--- config.mk ---
export PLATFORM = sky130hd
export DESIGN_NAME = audio_playback_sequencer
export DESIGN_NICKNAME = d
export VERILOG_FILES = /design/src/rtl/audio_playback_sequencer.sv
export SDC_FILE = /design/constraint.sdc
export NUM_CORES = 1
export LEC_CHECK = 0
export BUFFER_PORTS_ARGS = -buffer_cell sky130_fd_sc_hd__buf_4
export CORE_ASPECT_RATIO = 1.5
export CORE_MARGIN = 2
export CORE_UTILIZATION = 59
export CTS_CLUSTER_SIZE = 24
export DETAILED_ROUTE_END_ITERATION = 8
export HOLD_SLACK_MARGIN = 0.12
export PLACE_DENSITY = 0.88
export SLEW_MARGIN = 20
export SYNTH_ARGS = -nofsm -noshare
export SYNTH_HDL_FRONTEND = slang
export SYNTH_SLANG_ARGS = --single-unit
--- constraint.sdc ---
create_clock -name clock -period 3.5 [get_ports clock]
set_input_delay 0.7 -clock clock [delete_from_list [all_inputs] [get_ports clock]]
set_output_delay 0.7 -clock clock [all_outputs]
set_load 0.005 [all_outputs]
--- src/rtl/audio_playback_sequencer.sv ---
// audio_playback_sequencer: read-side sequencer for the flash audio store.
// A trigger rise latches a clip selector, then the block steps raddr through
// the clip, capturing frdata[15:8] into a small prefetch FIFO after each
// address has settled. One sample is released to the AC97 path per ready rise.
//
// Ports:
//   clock, reset_b         - system clock, async active-low reset
//   enable                 - read mode allowed
//   clip_sel, trigger      - clip selector; trigger rise starts, fall aborts
//   ready                  - AC97 sample strobe (level, rising edge used)
//   writemode, doread      - flash_manager mode controls
//   raddr, frdata, busy    - flash_manager read port
//   to_ac97_data           - registered PCM sample
//   playing, done          - clip active / one-cycle natural end pulse
//   underrun_cnt           - saturating count of starved ready edges
module audio_playback_sequencer #(
    parameter int unsigned CLIP_BASE   = 1,
    parameter int unsigned CLIP_STRIDE = 12000,
    parameter int unsigned CLIP_LEN    = 12000,
    parameter int unsigned NUM_CLIPS   = 5,
    parameter int unsigned SETTLE      = 4,
    parameter int unsigned FIFO_DEPTH  = 4
) (
    input  logic        clock,
    input  logic        reset_b,
    input  logic        enable,
    input  logic [3:0]  clip_sel,
    input  logic        trigger,
    input  logic        ready,
    output logic        writemode,
    output logic        doread,
    output logic [22:0] raddr,
    input  logic [15:0] frdata,
    input  logic        busy,
    output logic [7:0]  to_ac97_data,
    output logic        playing,
    output logic        done,
    output logic [7:0]  underrun_cnt
);

    localparam int unsigned AW    = 23;
    localparam int unsigned DW    = 8;
    localparam int unsigned PTR_W = (FIFO_DEPTH > 1) ? $clog2(FIFO_DEPTH) : 1;
    localparam int unsigned OCC_W = PTR_W + 1;
    localparam int unsigned CNT_W = $clog2(SETTLE + 2);
    localparam logic [3:0]  LAST_SEL = 4'(NUM_CLIPS - 1);

    typedef enum logic [1:0] {
        S_IDLE,
        S_WAIT,
        S_CAPTURE,
        S_DRAIN
    } state_t;

    state_t             state, state_d;
    logic [CNT_W-1:0]   cnt, cnt_d;
    logic [AW-1:0]      raddr_d, end_addr, end_d;
    logic               writemode_d, doread_d, playing_d, done_d;
    logic [DW-1:0]      data_d;
    logic [7:0]         underrun_d;
    logic               ready_q, trig_q;

    logic [DW-1:0]      mem [FIFO_DEPTH];
    logic [PTR_W-1:0]   rd_ptr, wr_ptr;
    logic [OCC_W-1:0]   occ;

    logic               ready_rise_c, trig_rise_c, trig_fall_c;
    logic               push_c, pop_c, flush_c;
    logic [3:0]         sel_c;
    logic [AW-1:0]      start_c;
    logic               unused_c;

    // Low data byte is not part of the sample.
    assign unused_c = ^frdata[7:0];

    assign ready_rise_c = ready & ~ready_q;
    assign trig_rise_c  = trigger & ~trig_q;
    assign trig_fall_c  = ~trigger & trig_q;

    // Out-of-range selectors fold onto the last clip.
    assign sel_c   = (clip_sel >= LAST_SEL) ? LAST_SEL : clip_sel;
    assign start_c = AW'(CLIP_BASE) + AW'(sel_c) * AW'(CLIP_STRIDE);

    // Next-state, register updates and FIFO controls.
    always_comb begin
        state_d     = state;
        cnt_d       = cnt;
        raddr_d     = raddr;
        end_d       = end_addr;
        playing_d   = playing;
        done_d      = 1'b0;
        underrun_d  = underrun_cnt;
        data_d      = to_ac97_data;
        writemode_d = ~enable;
        doread_d    = enable;
        push_c      = 1'b0;
        pop_c       = 1'b0;
        flush_c     = 1'b0;

        // Sample release; starved edges only count while a clip is active.
        if (ready_rise_c) begin
            if (playing && (occ != '0)) begin
                data_d = mem[rd_ptr];
                pop_c  = 1'b1;
            end else begin
                data_d = '0;
                if (playing && (underrun_cnt != 8'hFF)) begin
                    underrun_d = underrun_cnt + 8'd1;
                end
            end
        end

        if (!enable || (playing && trig_fall_c)) begin
            state_d   = S_IDLE;
            flush_c   = 1'b1;
            playing_d = 1'b0;
        end else begin
            case (state)
                S_IDLE: begin
                    if (trig_rise_c) begin
                        raddr_d    = start_c;
                        end_d      = start_c + AW'(CLIP_LEN);
                        underrun_d = '0;
                        playing_d  = 1'b1;
                        cnt_d      = CNT_W'(SETTLE);
                        state_d    = S_WAIT;
                    end
                end
                S_WAIT: begin
                    if (cnt != '0) begin
                        cnt_d = cnt - CNT_W'(1);
                    end else if (!busy) begin
                        state_d = S_CAPTURE;
                    end
                end
                S_CAPTURE: begin
                    // A full FIFO parks here until the AC97 side pops.
                    if (occ != OCC_W'(FIFO_DEPTH)) begin
                        push_c  = 1'b1;
                        raddr_d = raddr + AW'(1);
                        cnt_d   = CNT_W'(SETTLE);
                        state_d = (raddr_d == end_addr) ? S_DRAIN : S_WAIT;
                    end
                end
                S_DRAIN: begin
                    if (occ == '0) begin
                        done_d    = 1'b1;
                        playing_d = 1'b0;
                        state_d   = S_IDLE;
                    end
                end
                default: state_d = S_IDLE;
            endcase
        end
    end

    // State and output registers.
    always_ff @(posedge clock or negedge reset_b) begin
        if (!reset_b) begin
            state        <= S_IDLE;
            cnt          <= '0;
            raddr        <= '0;
            end_addr     <= '0;
            writemode    <= 1'b1;
            doread       <= 1'b0;
            to_ac97_data <= '0;
            playing      <= 1'b0;
            done         <= 1'b0;
            underrun_cnt <= '0;
            ready_q      <= 1'b0;
            trig_q       <= 1'b0;
        end else begin
            state        <= state_d;
            cnt          <= cnt_d;
            raddr        <= raddr_d;
            end_addr     <= end_d;
            writemode    <= writemode_d;
            doread       <= doread_d;
            to_ac97_data <= data_d;
            playing      <= playing_d;
            done         <= done_d;
            underrun_cnt <= underrun_d;
            ready_q      <= ready;
            trig_q       <= trigger;
        end
    end

    // FIFO pointers and occupancy; simultaneous push and pop leave occ unchanged.
    always_ff @(posedge clock or negedge reset_b) begin
        if (!reset_b) begin
            rd_ptr <= '0;
            wr_ptr <= '0;
            occ    <= '0;
        end else if (flush_c) begin
            rd_ptr <= '0;
            wr_ptr <= '0;
            occ    <= '0;
        end else begin
            if (push_c) begin
                wr_ptr <= wr_ptr + PTR_W'(1);
            end
            if (pop_c) begin
                rd_ptr <= rd_ptr + PTR_W'(1);
            end
            if (push_c && !pop_c) begin
                occ <= occ + OCC_W'(1);
            end else if (pop_c && !push_c) begin
                occ <= occ - OCC_W'(1);
            end
        end
    end

    // FIFO storage.
    always_ff @(posedge clock) begin
        if (push_c) begin
            mem[wr_ptr] <= frdata[15:8];
        end
    end

endmodule
==> metrics.md <==
| Metric | Value |
|---|---|
| Starting Density | 59.7% |
| Die W | 86.2 um |
| Initial antenna violation count | 0 |
| Resize count post-CTS | 0 |
| Leak pwr | 3.07 nW |
| Core Area | 10000 um^2 |
| Critical path, cell by cell | buf_4, nor2_4, buf_4, nand2_1, inv_1, buf_4, fa_1, ha_1, buf_4, a21o_1, a211oi_1, nand2_1, a211oi_1, nor2_1, a22oi_1, o2bb2ai_1 |
| Utilization after layout | 70.8% |
| Critical path's top delay family | compound AO/OA/AOI/OAI gates |
| Post-synth ARST share | 69.2% |
| Max cap viols | 0 |
| DR vias/cell | 6.31 |
| Seq pwr share | 42.9% |
| Synth Register Bits | 104 |
| Die Area | 11000 um^2 |
| Synthesized area per cell | 10.0 um^2 |
| TritonCTS buffer count | 9 |
| GP Congestion | 0.959 |
| # IOs | 69 |
| Maximum clock frequency | 0.295 GHz |
| Syn Std Cell Area | 5980 um^2 |
| Wire length of the first global-routing pass | 24000 um |
| Clock sink count | 104 |
| Most frequent cells in the layout | 96 x buf_4, 71 x dfrtp_1, 62 x nand2_1 |
| Share of cells above drive strength 1 | 21.6% |
| FP Rows | 45 |
| Combinational fraction of design power | 29.7% |
| Net Sw Frac | 34.7% |
| CP peak stage delay | 0.47 ns |
| CP Buf/Inv Count | 5 |
| Required @ worst endpoint | 3.72 ns |
| Starting DRT DRC Count | 456 |
| Worst path depth | 16 |
| Layout Skew | 0.00847 ns |
| FF-to-FF End | state[1] |
| Post-route antenna net violation count | 0 |
| Hold Crit Class | in -> async |
| Drt wl/cell | 18.8 um |
| Clock Latency Late Sink | 0.35 ns |
| Slew Limit Headroom | 39.1% |
| Worst-Margin Slew | 0.913 ns |
| Mapped Cells | 596 |
| CP most frequent cell | buf_4 |
| Final period util | 96.9% |
| GRT overflow | 0 |
| GRT Resource Usage Total | 28.1% |
| Synth top area share | 29.7% |
| Clk buf depth | 2 |
| DP Area | 6740 um^2 |
| Leading area contributor after synthesis | dfrtp_1 |
| Port bufs | 60 |
| Most common flop cell mapped by yosys | dfrtp_1 |
| Tmin final | 3.39 ns |
| Critical Path Source | clip_sel[3] |
| Largest fanout on the critical path | 5 |
| Final setup vio count | 0 |
| Commonest non-fill, non-tap cell in the layout | buf_4 |
| Largest net degree at the start of global routing | 73 |
| R2R Setup Slk | 0.63 ns |
| Top cells by area, synth | dfrtp_1 30%, edfxtp_1 16%, ha_1 5.0% |
| Routed WL | 15000 um |
| Reg2reg start | raddr[0] |
| P&R area growth vs syn | 18.7% |
| Clock transition at the registers of the reported paths | 0.07 ns |
| Seq/Total Area, Yosys | 46.2% |
| Max Slew Vio Count | 0 |
| CTS hold repair buffers | 0 |
| DRT Pass-1 Iters | 5 |
| Status | complete, no violations |
| Setup crit end kind | flip-flop |
| Kind of critical path | in -> reg |
| Worst VDD drop | 0.000265 V |
| Number of global-route vias before repair | 4974 |
| Postcts setup bufs | 0 |
| Finished Cell Area | 7100 um^2 |
| Sw Pwr | 1.35 mW |
| Hpwl dp | 10600 um |
| Fin. Hold Viols | 0 |
| CP max-delay cell | fa_1 |
| Remaining DRCs | 0 |
| RSZ-0062 raised after global routing | yes |
| P_int | 2.54 mW |
| Clock power share | 27.4% |
| Detailed-route via count | 5037 |
| # H-tree levels | 3 |
| Layout net count | 730 |
| CP Launch Type | input pin |
| Post-synth EDFFs | 32 |
| Warnings, synthesis | 0 |
| Pwr per Cell Area | 549 nW/um^2 |
| Worst setup path endpoint | raddr[16] |
| Arrival time at the worst endpoint | 3.61 ns |
| Post-route setup TNS | 0 ns |
| Worst r2r path cells | 8 |
| Post-synth cell types | 63 |
| Root Driver | clkbuf_16 |
| Antenna cells | 0 |
| CTS tree | built |
| Die Height | 127 um |
## worst reg2reg max path, delay by kind of cell (launching register included)
kind | cells | cell delay (ns)
compound gates | 2 | 0.36
xor+xnor | 1 | 0.16
fa+ha+maj | 1 | 0.37
flops | 1 | 0.53
simple gates | 4 | 1.38
## power by group through the flow
| stage | Combinational [mW] | Clock (mW) | Sequential (mW) |
|---|---|---|---|
| finish | 1.16 | 1.07 | 1.67 |
| global route | 1.27 | 1.11 | 1.69 |
| detailed placement | 1.13 | 0 | 1.68 |
| floorplan | 0.783 | 0 | 1.59 |
| global placement | 1.08 | 0 | 1.67 |
| CTS | 1.14 | 1.07 | 1.66 |
## worst min-delay path by stage
stage                   endpoint
finish                  raddr[9]
global route             ready_q
CTS                      ready_q
detailed placement  end_addr[16]
global placement     end_addr[0]
floorplan                 cnt[0]
## logic make-up (layout without fill, tap and decap cells)
kind of cell,after synthesis,in the layout,share of synthesized area (%)
and+or+nand+nor,202,202,17.3
adders and majority gates,28,28,6.36
DFF,104,104,46.2
buffers and inverters,53,136,3.98
xor gates and xnor gates,46,46,6.74
muxes,14,14,4.04
other,2,4,0.126
AOI/OAI and AO/OA,147,147,15.2
## area by class of cell
type                            count  area [um^2]
Timing Repair Buffer               96          721
Fill cell                         705         2930
Clock inverter                      7         97.6
Sequential cell                   104         2760
Tap cell                          117          146
Multi-Input combinational cell    441         3050
Clock buffer                        9          225
Inverter                           24         90.1
## through the flow
step / instances / hold WS [ns] / power, mW / worst slack (ns)
after floorplan: 598 / 0.404 / 2.37 / 0.0235
after global placement: 782 / 0.468 / 2.75 / -0.119
after detailed placement: 782 / 0.492 / 2.81 / -0.227
after CTS: 798 / 0.457 / 3.87 / 0.145
after global routing: 798 / 0.463 / 4.07 / -0.0832
final: 798 / 0.462 / 3.89 / 0.107
## registers in the layout, indices dropped and copies added, names as in the netlist
| signal | cells |
|---|---|
| cnt | 3 |
| done | 1 |
| doread | 1 |
| end_addr | 15 |
| mem | 32 |
| occ | 3 |
| playing | 1 |
| raddr | 23 |
| rd_ptr | 2 |
| ready_q | 1 |
| state | 2 |
| to_ac97_data | 8 |
| trig_q | 1 |
| underrun_cnt | 8 |
| wr_ptr | 2 |
| writemode | 1 |
## cell usage after synthesis (3+ instances only)
master	number
nand3_1	21
edfxtp_1	32
and3_1	8
xnor2_1	27
a21oi_1	41
o31ai_1	6
a211oi_1	4
o211ai_1	3
a22oi_1	5
or2_2	4
fa_1	4
xor2_1	19
a22o_1	11
nand4_1	10
inv_1	24
dfrtp_1	71
o22ai_1	5
clkbuf_1	21
ha_1	24
nor4_1	4
and2_1	8
a21o_1	5
nand2_1	62
mux2i_1	5
nor3_1	9
nor2_1	44
o21ai_0	49
nor2b_1	4
mux4_2	8
nand2b_1	4
buf_4	3
or3_1	9
## metal layers
layer,up-vias,wire [um],GRT usage [%]
li1,2302,-,-
met1,2467,5420,33.3
met2,213,8170,49.7
met3,55,814,3.68
met4,0,569,14.1
met5,-,0,0
Power figures use the tool's default switching activity.
